$ cat src/rtl/id_scan_arb.sv
// Two-requester identifier scanner: round-robin grant locked per token, letters+digits+ classifier.
// Result is registered 1 cycle after the delimiter is accepted; no output backpressure, input held off via in_ready.
module id_scan_arb #(
  parameter int LEN_W = 6,
  parameter int CNT_W = 16
) (
  input  logic             clk,
  input  logic             rst_n,
  input  logic [1:0]       in_valid,
  input  logic [7:0]       in_data0,
  input  logic [7:0]       in_data1,
  output logic [1:0]       in_ready,
  output logic             tok_valid,
  output logic             tok_is_id,
  output logic             tok_src,
  output logic [LEN_W-1:0] tok_len,
  output logic [CNT_W-1:0] id_count
);

  typedef enum logic [1:0] {
    IDLE  = 2'd0,
    ALPHA = 2'd1,
    DIGIT = 2'd2,
    BAD   = 2'd3
  } state_t;

  localparam logic [LEN_W-1:0] LEN_MAX = {LEN_W{1'b1}};

  state_t           state_q, state_d;
  logic             rr_q, rr_d;
  logic             owner_q, owner_d;
  logic [LEN_W-1:0] len_q, len_d;
  logic             tok_valid_q, tok_valid_d;
  logic             tok_is_id_q, tok_is_id_d;
  logic             tok_src_q, tok_src_d;
  logic [LEN_W-1:0] tok_len_q, tok_len_d;
  logic [CNT_W-1:0] id_count_q, id_count_d;

  logic             cand_vld;
  logic             cand;
  logic             sel_src;
  logic [7:0]       sel_dat;
  logic             accept;
  logic             is_letter;
  logic             is_digit;
  logic [LEN_W-1:0] len_inc;

  // Candidate favours the rr pointer, falls back to the other requester.
  always_comb begin
    cand_vld = 1'b0;
    cand     = rr_q;
    if (in_valid[rr_q]) begin
      cand_vld = 1'b1;
      cand     = rr_q;
    end else if (in_valid[~rr_q]) begin
      cand_vld = 1'b1;
      cand     = ~rr_q;
    end
  end

  always_comb begin
    in_ready = 2'b00;
    if (state_q == IDLE) begin
      if (cand_vld) in_ready[cand] = 1'b1;
    end else begin
      in_ready[owner_q] = 1'b1;
    end
  end

  assign sel_src   = (state_q == IDLE) ? cand : owner_q;
  assign sel_dat   = sel_src ? in_data1 : in_data0;
  assign accept    = in_valid[sel_src] & in_ready[sel_src];
  assign is_letter = ((sel_dat >= 8'h41) && (sel_dat <= 8'h5A)) ||
                     ((sel_dat >= 8'h61) && (sel_dat <= 8'h7A));
  assign is_digit  = (sel_dat >= 8'h30) && (sel_dat <= 8'h39);
  assign len_inc   = (len_q == LEN_MAX) ? len_q : len_q + 1'b1;

  always_comb begin
    state_d     = state_q;
    rr_d        = rr_q;
    owner_d     = owner_q;
    len_d       = len_q;
    tok_valid_d = 1'b0;
    tok_is_id_d = tok_is_id_q;
    tok_src_d   = tok_src_q;
    tok_len_d   = tok_len_q;
    id_count_d  = id_count_q;

    if (accept) begin
      if (state_q == IDLE) begin
        owner_d = cand;
        if (is_letter) begin
          state_d = ALPHA;
          len_d   = {{(LEN_W-1){1'b0}}, 1'b1};
        end else if (is_digit) begin
          state_d = BAD;
          len_d   = {{(LEN_W-1){1'b0}}, 1'b1};
        end else begin
          rr_d = ~rr_q;
        end
      end else if (is_letter || is_digit) begin
        len_d = len_inc;
        case (state_q)
          ALPHA:   state_d = is_digit  ? DIGIT : ALPHA;
          DIGIT:   state_d = is_letter ? BAD   : DIGIT;
          default: state_d = BAD;
        endcase
      end else begin
        // Delimiter closes the token; result appears on the following cycle.
        tok_valid_d = 1'b1;
        tok_is_id_d = (state_q == DIGIT);
        tok_src_d   = owner_q;
        tok_len_d   = len_q;
        if (state_q == DIGIT) id_count_d = id_count_q + 1'b1;
        state_d = IDLE;
        len_d   = '0;
        rr_d    = ~owner_q;
      end
    end
  end

  always_ff @(posedge clk or negedge rst_n) begin
    if (!rst_n) begin
      state_q     <= IDLE;
      rr_q        <= 1'b0;
      owner_q     <= 1'b0;
      len_q       <= '0;
      tok_valid_q <= 1'b0;
      tok_is_id_q <= 1'b0;
      tok_src_q   <= 1'b0;
      tok_len_q   <= '0;
      id_count_q  <= '0;
    end else begin
      state_q     <= state_d;
      rr_q        <= rr_d;
      owner_q     <= owner_d;
      len_q       <= len_d;
      tok_valid_q <= tok_valid_d;
      tok_is_id_q <= tok_is_id_d;
      tok_src_q   <= tok_src_d;
      tok_len_q   <= tok_len_d;
      id_count_q  <= id_count_d;
    end
  end

  assign tok_valid = tok_valid_q;
  assign tok_is_id = tok_is_id_q;
  assign tok_src   = tok_src_q;
  assign tok_len   = tok_len_q;
  assign id_count  = id_count_q;

endmodule

$ cat config.mk
export PLATFORM = sky130hd
export DESIGN_NAME = id_scan_arb
export DESIGN_NICKNAME = d
export VERILOG_FILES = /design/src/rtl/id_scan_arb.sv
export SDC_FILE = /design/constraint.sdc
export NUM_CORES = 1
export LEC_CHECK = 0
export CORE_ASPECT_RATIO = 0.5
export CORE_MARGIN = 4
export CORE_UTILIZATION = 32
export CTS_CLUSTER_DIAMETER = 40
export DETAILED_ROUTE_END_ITERATION = 16
export PLACE_DENSITY = 0.68
export SLEW_MARGIN = 20
export SYNTH_ARGS = -nofsm -noshare
export SYNTH_HDL_FRONTEND = slang
export SYNTH_SLANG_ARGS = --single-unit
export TNS_END_PERCENT = 5
$ cat constraint.sdc
create_clock -name clk -period 6.1 [get_ports clk]
set_input_delay 1.22 -clock clk [delete_from_list [all_inputs] [get_ports clk]]
set_output_delay 1.22 -clock clk [all_outputs]
set_load 0.05 [all_outputs]
==> results of run 1 <==
## synthesized netlist by cell type (2+ instances only)
cell type	count
o2bb2ai_1	3
mux2_2	7
ha_1	5
nand4_1	3
clkbuf_1	2
nand3_1	14
inv_1	8
a22o_1	3
nand2b_1	4
nand2_1	19
nor2_1	10
a21o_1	3
and3_1	8
o211ai_1	3
nor2b_1	2
o22ai_2	2
o21a_1	2
a21oi_1	10
o21ai_0	13
dfrtp_1	35
xnor2_1	12
xor2_1	3
or3_1	2
nor3_1	4
## where the power goes
group	internal (W)	switching (W)
clock	0.000159	0.0000896
sequential	0.000280	0.0000419
combinational	0.000190	0.000332
total	0.000630	0.000463
## cell families after synthesis
kind of cell,count (synthesis)
mux,8
flops,35
buf+inv,12
xor+xnor,15
simple gates,75
compound gates,48
fa+ha+maj,5
## flip-flops by register name, indices dropped and copies added, names as in the netlist
register and cells:
id_count 16, len_q 6, tok_len 6, state_q 2
owner_q 1, rr_q 1, tok_is_id 1, tok_src 1
tok_valid 1
## path summary, 6_finish.rpt
check	slack (ps)	depth (start not counted)	end
max in group asynchronous	4430	2	tok_len[5]
hold / removal	470	1	id_count[15]
hold reg to reg	470	1	id_count[15]
setup / recovery	1860	4	in_ready[0]
setup reg to reg	2900	8	id_count[1]
min in group asynchronous	1360	2	tok_src
## worst max-delay path, cell delays in order
cell             delay (ps)
clkdlybuf4s50_1         540
a21boi_1                320
o21a_1                  150
clkdlybuf4s50_1         790
## metrics by stage
step	utilization (%)	total power, W	hold WS (ps)	cells
2_1_floorplan	-	0.0006988	491.3	198
3_3_place_gp	43.73	0.0008372	464.8	314
3_5_place_dp	43.73	0.0008472	471.5	314
4_1_cts	46.27	0.001101	480.8	321
5_1_grt	46.27	0.001161	525.2	321
6_report	46.27	0.001093	469.6	321
## area by class of cell
cell class	count	area (um^2)
clock buffers	6	138.9
clock inverters	1	5.005
fillers	522	3053
inverters	8	30.03
multi-input cells	151	1020
flip-flops and latches	35	875.8
well taps	73	91.34
repair buffers	47	467.9
## per-layer routing
| metal | vias up | GRT usage (%) | wire length [um] |
|---|---|---|---|
| li1 | 817 | - | - |
| met2 | 38 | 20.82 | 2051 |
| met1 | 789 | 15.24 | 2087 |
| met4 | 0 | 4.526 | 45 |
| met3 | 7 | 3.217 | 156 |
| met5 | - | 0 | 0 |
## cells in the final DEF, fill, tap and decap left out, types with 2 or more instances in the layout
cell type / synthesis / final
o211ai_1: 3 / 3
nand3_1: 14 / 14
a22o_1: 3 / 3
xnor2_1: 12 / 12
o21ai_0: 13 / 13
a21o_1: 3 / 3
o2bb2ai_1: 3 / 3
inv_1: 8 / 8
a21oi_1: 10 / 10
o22ai_2: 2 / 2
ha_1: 5 / 5
nand4_1: 3 / 3
dfrtp_1: 35 / 35
nand2_1: 19 / 19
clkdlybuf4s50_1: 0 / 46
nor3_1: 4 / 4
nor2b_1: 2 / 2
o21a_1: 2 / 2
nand2b_1: 4 / 4
xor2_1: 3 / 3
clkbuf_16: 0 / 5
or3_1: 2 / 2
and3_1: 8 / 8
nor2_1: 10 / 10
mux2_2: 7 / 7
==> reports/summary.txt, run 1 <==
status = finished, final reports clean
Arrival @ worst endpoint = 3020 ps
Die X = 118.3 um
Inserted Diodes = 0
worst endpoint required time = 4880 ps
vias in the first global route = 1691
post-route clock period utilization = 69.56%
area leader, netlist = dfrtp_1
gp weighted congestion = 0.7842
Yosys top cell area share = 45.02%
achievable frequency = 0.2357 GHz
GRT Resource Usage Total = 12.30%
largest net degree at the start of global routing = 36
htree depth = 2
chip height = 63.14 um
LEAKAGE = 1.105 nW
Mapped Area = 1946 um^2
Worst Hold Class = flop to flop
final hold vios = 0
compound-cell area share of the yosys netlist = 17.81%
Yosys reg bits = 35
min-delay src = id_count[15]
largest family of logic cells by synthesized area = simple AND/OR/NAND/NOR gates
DRC = 0
Avg Cell Area, Syn = 9.826 um^2
first-pass GRT wire length = 7590 um
Core Region = 5682 um^2
Post-Route WL = 4341 um
final setup vio count = 0
number of buffers added on ports = 46
GRT overflow = 0
Worst-Margin Slew = 974.3 ps
clock-pin slew of the registers on the worst-case setup and hold paths = 50 ps
Slew Viols, Final = 0
post-synthesis adder-cell area fraction = 3.215%
unrepaired setup endpoints after global routing = no
CTS sink cnt = 35
setup slack after layout = 1857 ps
P per Cell Area = 415.8 nW/um^2
CTS tree = built
initial antenna violation count = 0
fin crit period = 4243 ps
Slew HR = 34.49%
setup total negative slack = 0 ps
initial DRC count = 78
NumNets Final = 273
initial cell density of the core = 34.24%
post_cts resized = 0
# IOs = 47
number of synthesized flops with an enable pin = 0
Vias/cell = 5.143
DR vias = 1651
root buffer cell = clkbuf_16
layout cell share with drive strength beyond 1 = 9.677%
r2r startpoint = state_q[0]
post-synthesis simple-gate area fraction = 20.06%
xor and xnor area share after synthesis = 6.752%
Primary FF master, synth = dfrtp_1
pre-CTS WS = 1878 ps
Post-Syn Nets = 223
die footprint = 7467 um^2
worst clock skew = 2.919 ps
final instance area = 2629 um^2
CP Capture Type = primary output
crit start category = input port
clk_lat worst skew = 280 ps
dpl cell area = 2485 um^2
remaining antenna violation count after routing = 0
Detailed Routing Iterations Pass 1 = 4
worst setup path start = in_valid[0]
Peak VDD IR = 0.3061 mV
row cnt = 19
Worst Path Class, Setup = input port to primary output
Critical Path Fanout Max = 5
Post-CTS Setup Bufs = 0
TritonCTS buffer count = 5
Final HPWL DP = 3208 um
Routed WL per cell = 13.52 um
ys async rst share = 100.0%
Post-Synthesis Cells = 198
Synth area leaders = dfrtp_1 45%, xnor2_1 5.4%, mux2_2 4.1%
mux contribution to synthesized area = 4.566%
maxcap violations = 0
sequential share of the synthesized area = 45.02%
# hold bufs at CTS = 0
yosys warns = 0
Layout area overhead = 35.11%
Synth cell types = 45
Bufs on Longest Clock Path = 2
Power figures use the tool's default switching activity.
==> inputs of run 2 (changes only) <==
- clock period: 6.1 -> 4.3 ns (I/O delays scaled with it)
==> reports/summary.txt, run 2 (synthesized netlist as in run 1, its figures left out) <==
first-pass GRT wire length = 7562 um
Critical Path Fanout Max = 5
Vias/cell = 5.062
layout cell share with drive strength beyond 1 = 10.40%
crit start category = input port
largest net degree at the start of global routing = 36
DR vias = 1635
GRT Resource Usage Total = 12.62%
Post-Route WL = 4341 um
most common cell after layout, fill and taps aside = clkdlybuf4s50_1
GRT overflow = 0
achievable frequency = 0.2839 GHz
Fill cells = 518
worst clock skew = 6.998 ps
area of the multi-input gates = 1020 um^2
chip height = 63.14 um
Arrival @ worst endpoint = 2660 ps
Layout area overhead = 36.78%
hold path depth = 1
R2R depth = 9
P per Cell Area = 607.4 nW/um^2
Core Region = 5682 um^2
DRC = 0
final hold vios = 0
end of the worst register-to-register path = id_count[12]
Slew Viols, Final = 0
Final HPWL DP = 3191 um
# IOs = 47
Peak VDD IR = 0.4395 mV
# hold bufs at CTS = 0
TritonCTS buffer count = 5
initial DRC count = 62
CTS tree = built
Slew HR = 36.01%
vias in the first global route = 1578
worst endpoint required time = 3440 ps
Die X = 118.3 um
placed insts = 315
clock-pin slew of the registers on the worst-case setup and hold paths = 50 ps
htree depth = 2
Post-CTS Setup Bufs = 0
worst setup path start = in_valid[0]
cell repeated most along the worst path = clkdlybuf4s50_1
LEAKAGE = 1.121 nW
final setup vio count = 0
r2r startpoint = state_q[0]
crit-path max cell delay = 800 ps
root buffer cell = clkbuf_16
CP delay by family, top = buffers and inverters
die footprint = 7467 um^2
status = finished, final reports clean
CTS sink cnt = 35
NumNets Final = 274
Worst Hold Class = flop to flop
Largest register FFs = 16
flop2flop setup slack = 1350 ps
post_cts resized = 0
Routed WL per cell = 13.44 um
Worst Path Class, Setup = input port to primary output
maxcap violations = 0
remaining antenna violation count after routing = 0
CP max stage cell = clkdlybuf4s50_1
Worst-Margin Slew = 951.7 ps
initial antenna violation count = 0
FF+latch area = 875.8 um^2
initial cell density of the core = 34.24%
clk_lat worst skew = 280 ps
min-delay src = id_count[15]
Bufs on Longest Clock Path = 2
post-route clock period utilization = 81.91%
setup total negative slack = 0 ps
number of buffers added on ports = 46
Detailed Routing Iterations Pass 1 = 4
unrepaired setup endpoints after global routing = no
CP Capture Type = primary output
fin crit period = 3522 ps
Min Hold Slack = 470.4 ps
CP bufs+invs = 2
Final Instance Count excl. Fillers = 323
Hold EP = id_count[15]
worst path cell trace = clkdlybuf4s50_1, a21boi_1, o21a_1, clkdlybuf4s50_1
final design utilization = 46.84%
Inserted Diodes = 0
most frequent cells in the layout = 46 x clkdlybuf4s50_1, 35 x dfrtp_1, 19 x nand2_1, 14 x nand3_1, 13 x o21ai_0
gp weighted congestion = 0.7856
row cnt = 19
run 2: routing by layer:
layer | up-vias | wire length [um] | track usage [%]
li1 | 820 | - | -
met1 | 774 | 2055 | 16.39
met2 | 36 | 2004 | 19.40
met3 | 5 | 218 | 4.736
met4 | 0 | 63 | 4.380
met5 | - | 0 | 0
run 2: worst max-delay path by stage:
stage | to | cells past startpoint
final | in_ready[0] | 4
after global routing | in_ready[0] | 4
after CTS | in_ready[0] | 4
after detailed placement | in_ready[0] | 4
after global placement | in_ready[0] | 4
after floorplan | in_ready[1] | 5
run 2: report_power, final:
part	internal (W)	switching [W]
sequential	0.000397	0.0000587
combinational	0.000276	0.000472
clock	0.000273	0.000139
total	0.000947	0.000670
run 2: final cells by class:
class,count,area share [%]
clock buffers,5,4.701
clock inverters,3,1.646
inverters,8,1.128
multi-input cells,151,38.32
flip-flops and latches,35,32.91
well taps,73,3.432
repair buffers,48,17.87
run 2: stage by stage:
step                cell area (um^2)  total power (W)  setup WS (ps)
floorplan                       1946        0.0009913           1343
global placement                2492         0.001195          849.2
detailed placement              2492         0.001211          792.3
CTS                             2661         0.001634          785.8
global route                    2661         0.001718          720.4
finish                          2661         0.001616          777.9
==> inputs of run 3 (changes only) <==
- PLACE_DENSITY: 0.68 -> 0.7
- clock period: 4.3 -> 2.95 ns (I/O delays scaled with it)
==> reports/summary.txt, run 3 (synthesized netlist as in run 1, its figures left out) <==
min-delay src = id_count[15]
# hold bufs at CTS = 0
Worst Path Class, Setup = flop to flop
number of buffers added on ports = 46
LEAKAGE = 1.129 nW
setup total negative slack = 0 ps
final hold vios = 0
achievable frequency = 0.4004 GHz
remaining antenna violation count after routing = 0
vias in the first global route = 1649
hold path depth = 1
unrepaired setup endpoints after global routing = no
Slew Viols, Final = 0
total power draw = 0.002340 W
row cnt = 19
htree depth = 2
# IOs = 47
sequential power share = 28.5%
GRT Resource Usage Total = 12.09%
worst setup path start = state_q[0]
GRT overflow = 0
Post-Route WL = 4172 um
Final HPWL DP = 3143 um
clock-pin slew of the registers on the worst-case setup and hold paths = 50 ps
post-route clock period utilization = 84.66%
Layout area overhead = 37.62%
Final Instance Count excl. Fillers = 325
clk_lat worst skew = 280 ps
NumNets Final = 276
fin crit period = 2498 ps
chip height = 63.14 um
Arrival @ worst endpoint = 2660 ps
Worst Hold Class = flop to flop
Worst-Margin Slew = 615.5 ps
crit-path max cell delay = 440 ps
most frequent cells in the layout = 44 x clkdlybuf4s50_1, 35 x dfrtp_1, 19 x nand2_1, 14 x nand3_1, 13 x o21ai_0
layout cell share with drive strength beyond 1 = 11.11%
Largest register FFs = 16
Detailed Routing Iterations Pass 1 = 4
Core Region = 5682 um^2
sw power = 0.0009638 W
Die X = 118.3 um
gp weighted congestion = 0.8045
P per Cell Area = 873.8 nW/um^2
Routed WL per cell = 12.84 um
initial DRC count = 127
maxcap violations = 0
Critical Path Fanout Max = 13
flop2flop setup slack = 450 ps
CP Capture Type = flop
root buffer cell = clkbuf_16
DRC = 0
most common cell after layout, fill and taps aside = clkdlybuf4s50_1
worst clock skew = 5.360 ps
placed insts = 317
worst endpoint required time = 3120 ps
Bufs on Longest Clock Path = 2
largest net degree at the start of global routing = 36
final instance area = 2678 um^2
Comb power frac = 50.5%
Inserted Diodes = 0
TritonCTS buffer count = 5
status = finished, final reports clean
final setup vio count = 0
first-pass GRT wire length = 7445 um
dpl cell area = 2540 um^2
Peak VDD IR = 0.3702 mV
post_cts resized = 0
crit start category = flop
Internal = 0.001376 W
Slew HR = 58.65%
Post-CTS Setup Bufs = 0
CTS sink cnt = 35
cell repeated most along the worst path = o21ai_0
r2r startpoint = state_q[0]
worst path cell trace = inv_1, ha_1, o21ai_0, o21ai_0, buf_4, nor3_1, a21o_1, a221o_1, a22o_1
initial cell density of the core = 34.24%
initial antenna violation count = 0
DR vias = 1640
CTS tree = built
die footprint = 7467 um^2
clock power share = 21.0%
R2R depth = 9
CP max stage cell = ha_1
Sw Ratio = 41.19%
Vias/cell = 5.046
==> run 3: changes by cell type in the layout (fill, tap and decap cells not counted) <==
cell and change:
buf_12 +3, clkbuf_1 +2, clkdlybuf4s50_1 -2, buf_4 +1, bufinv_16 -1, clkinv_4 -1
==> run 3: through the flow <==
stage | utilization [%] | worst slack, ps | hold slack, ps
detailed placement | 44.70 | 190.2 | 471.4
finish | 47.13 | 452.5 | 476.5
CTS | 47.13 | 462.5 | 478.2
global placement | 44.70 | 227.6 | 477.3
global route | 47.13 | 287.6 | 496.2
floorplan | - | 262.9 | 294.4
==> run 3: path summary, 6_finish.rpt <==
kind | to
worst max-delay path | state_q[0]
worst min-delay path | id_count[15]
worst max register to register | state_q[0]
worst min register to register | id_count[15]
max in group asynchronous | id_count[3]
min in group asynchronous | len_q[4]
==> run 3: final cells by class <==
type | instances | area (um^2)
multi-input combinational | 151 | 1020
clock inverter | 1 | 5.005
sequential | 35 | 875.8
fill | 535 | 3004
clock buffer | 7 | 132.6
inverter | 8 | 30.03
timing repair buffer | 50 | 523.0
tap | 73 | 91.34
==> run 3: metal layers <==
| metal | up-vias | wire, um | track usage, % |
|---|---|---|---|
| li1 | 825 | - | - |
| met1 | 769 | 2026 | 15.70 |
| met2 | 42 | 1907 | 19.47 |
| met3 | 4 | 191 | 3.396 |
| met4 | 0 | 46 | 4.234 |
| met5 | - | 0 | 0 |
==> run 3: worst max-delay path: cells and delay by family (launching register included) <==
kind,cells,cell delay (ps)
AOI/OAI and AO/OA,5,1230
adders and majority gates,1,440
DFF,1,390
buffers and inverters,2,280
and+or+nand+nor,1,40
==> run 3: power by group through the flow <==
stage	Sequential, W	Clock (W)	Combinational [W]
2_1_floorplan	0.000831	0	0.000614
3_3_place_gp	0.000669	0	0.00117
3_5_place_dp	0.000675	0	0.00119
4_1_cts	0.000668	0.000507	0.00119
5_1_grt	0.000686	0.000525	0.00127
6_report	0.000667	0.000492	0.00118
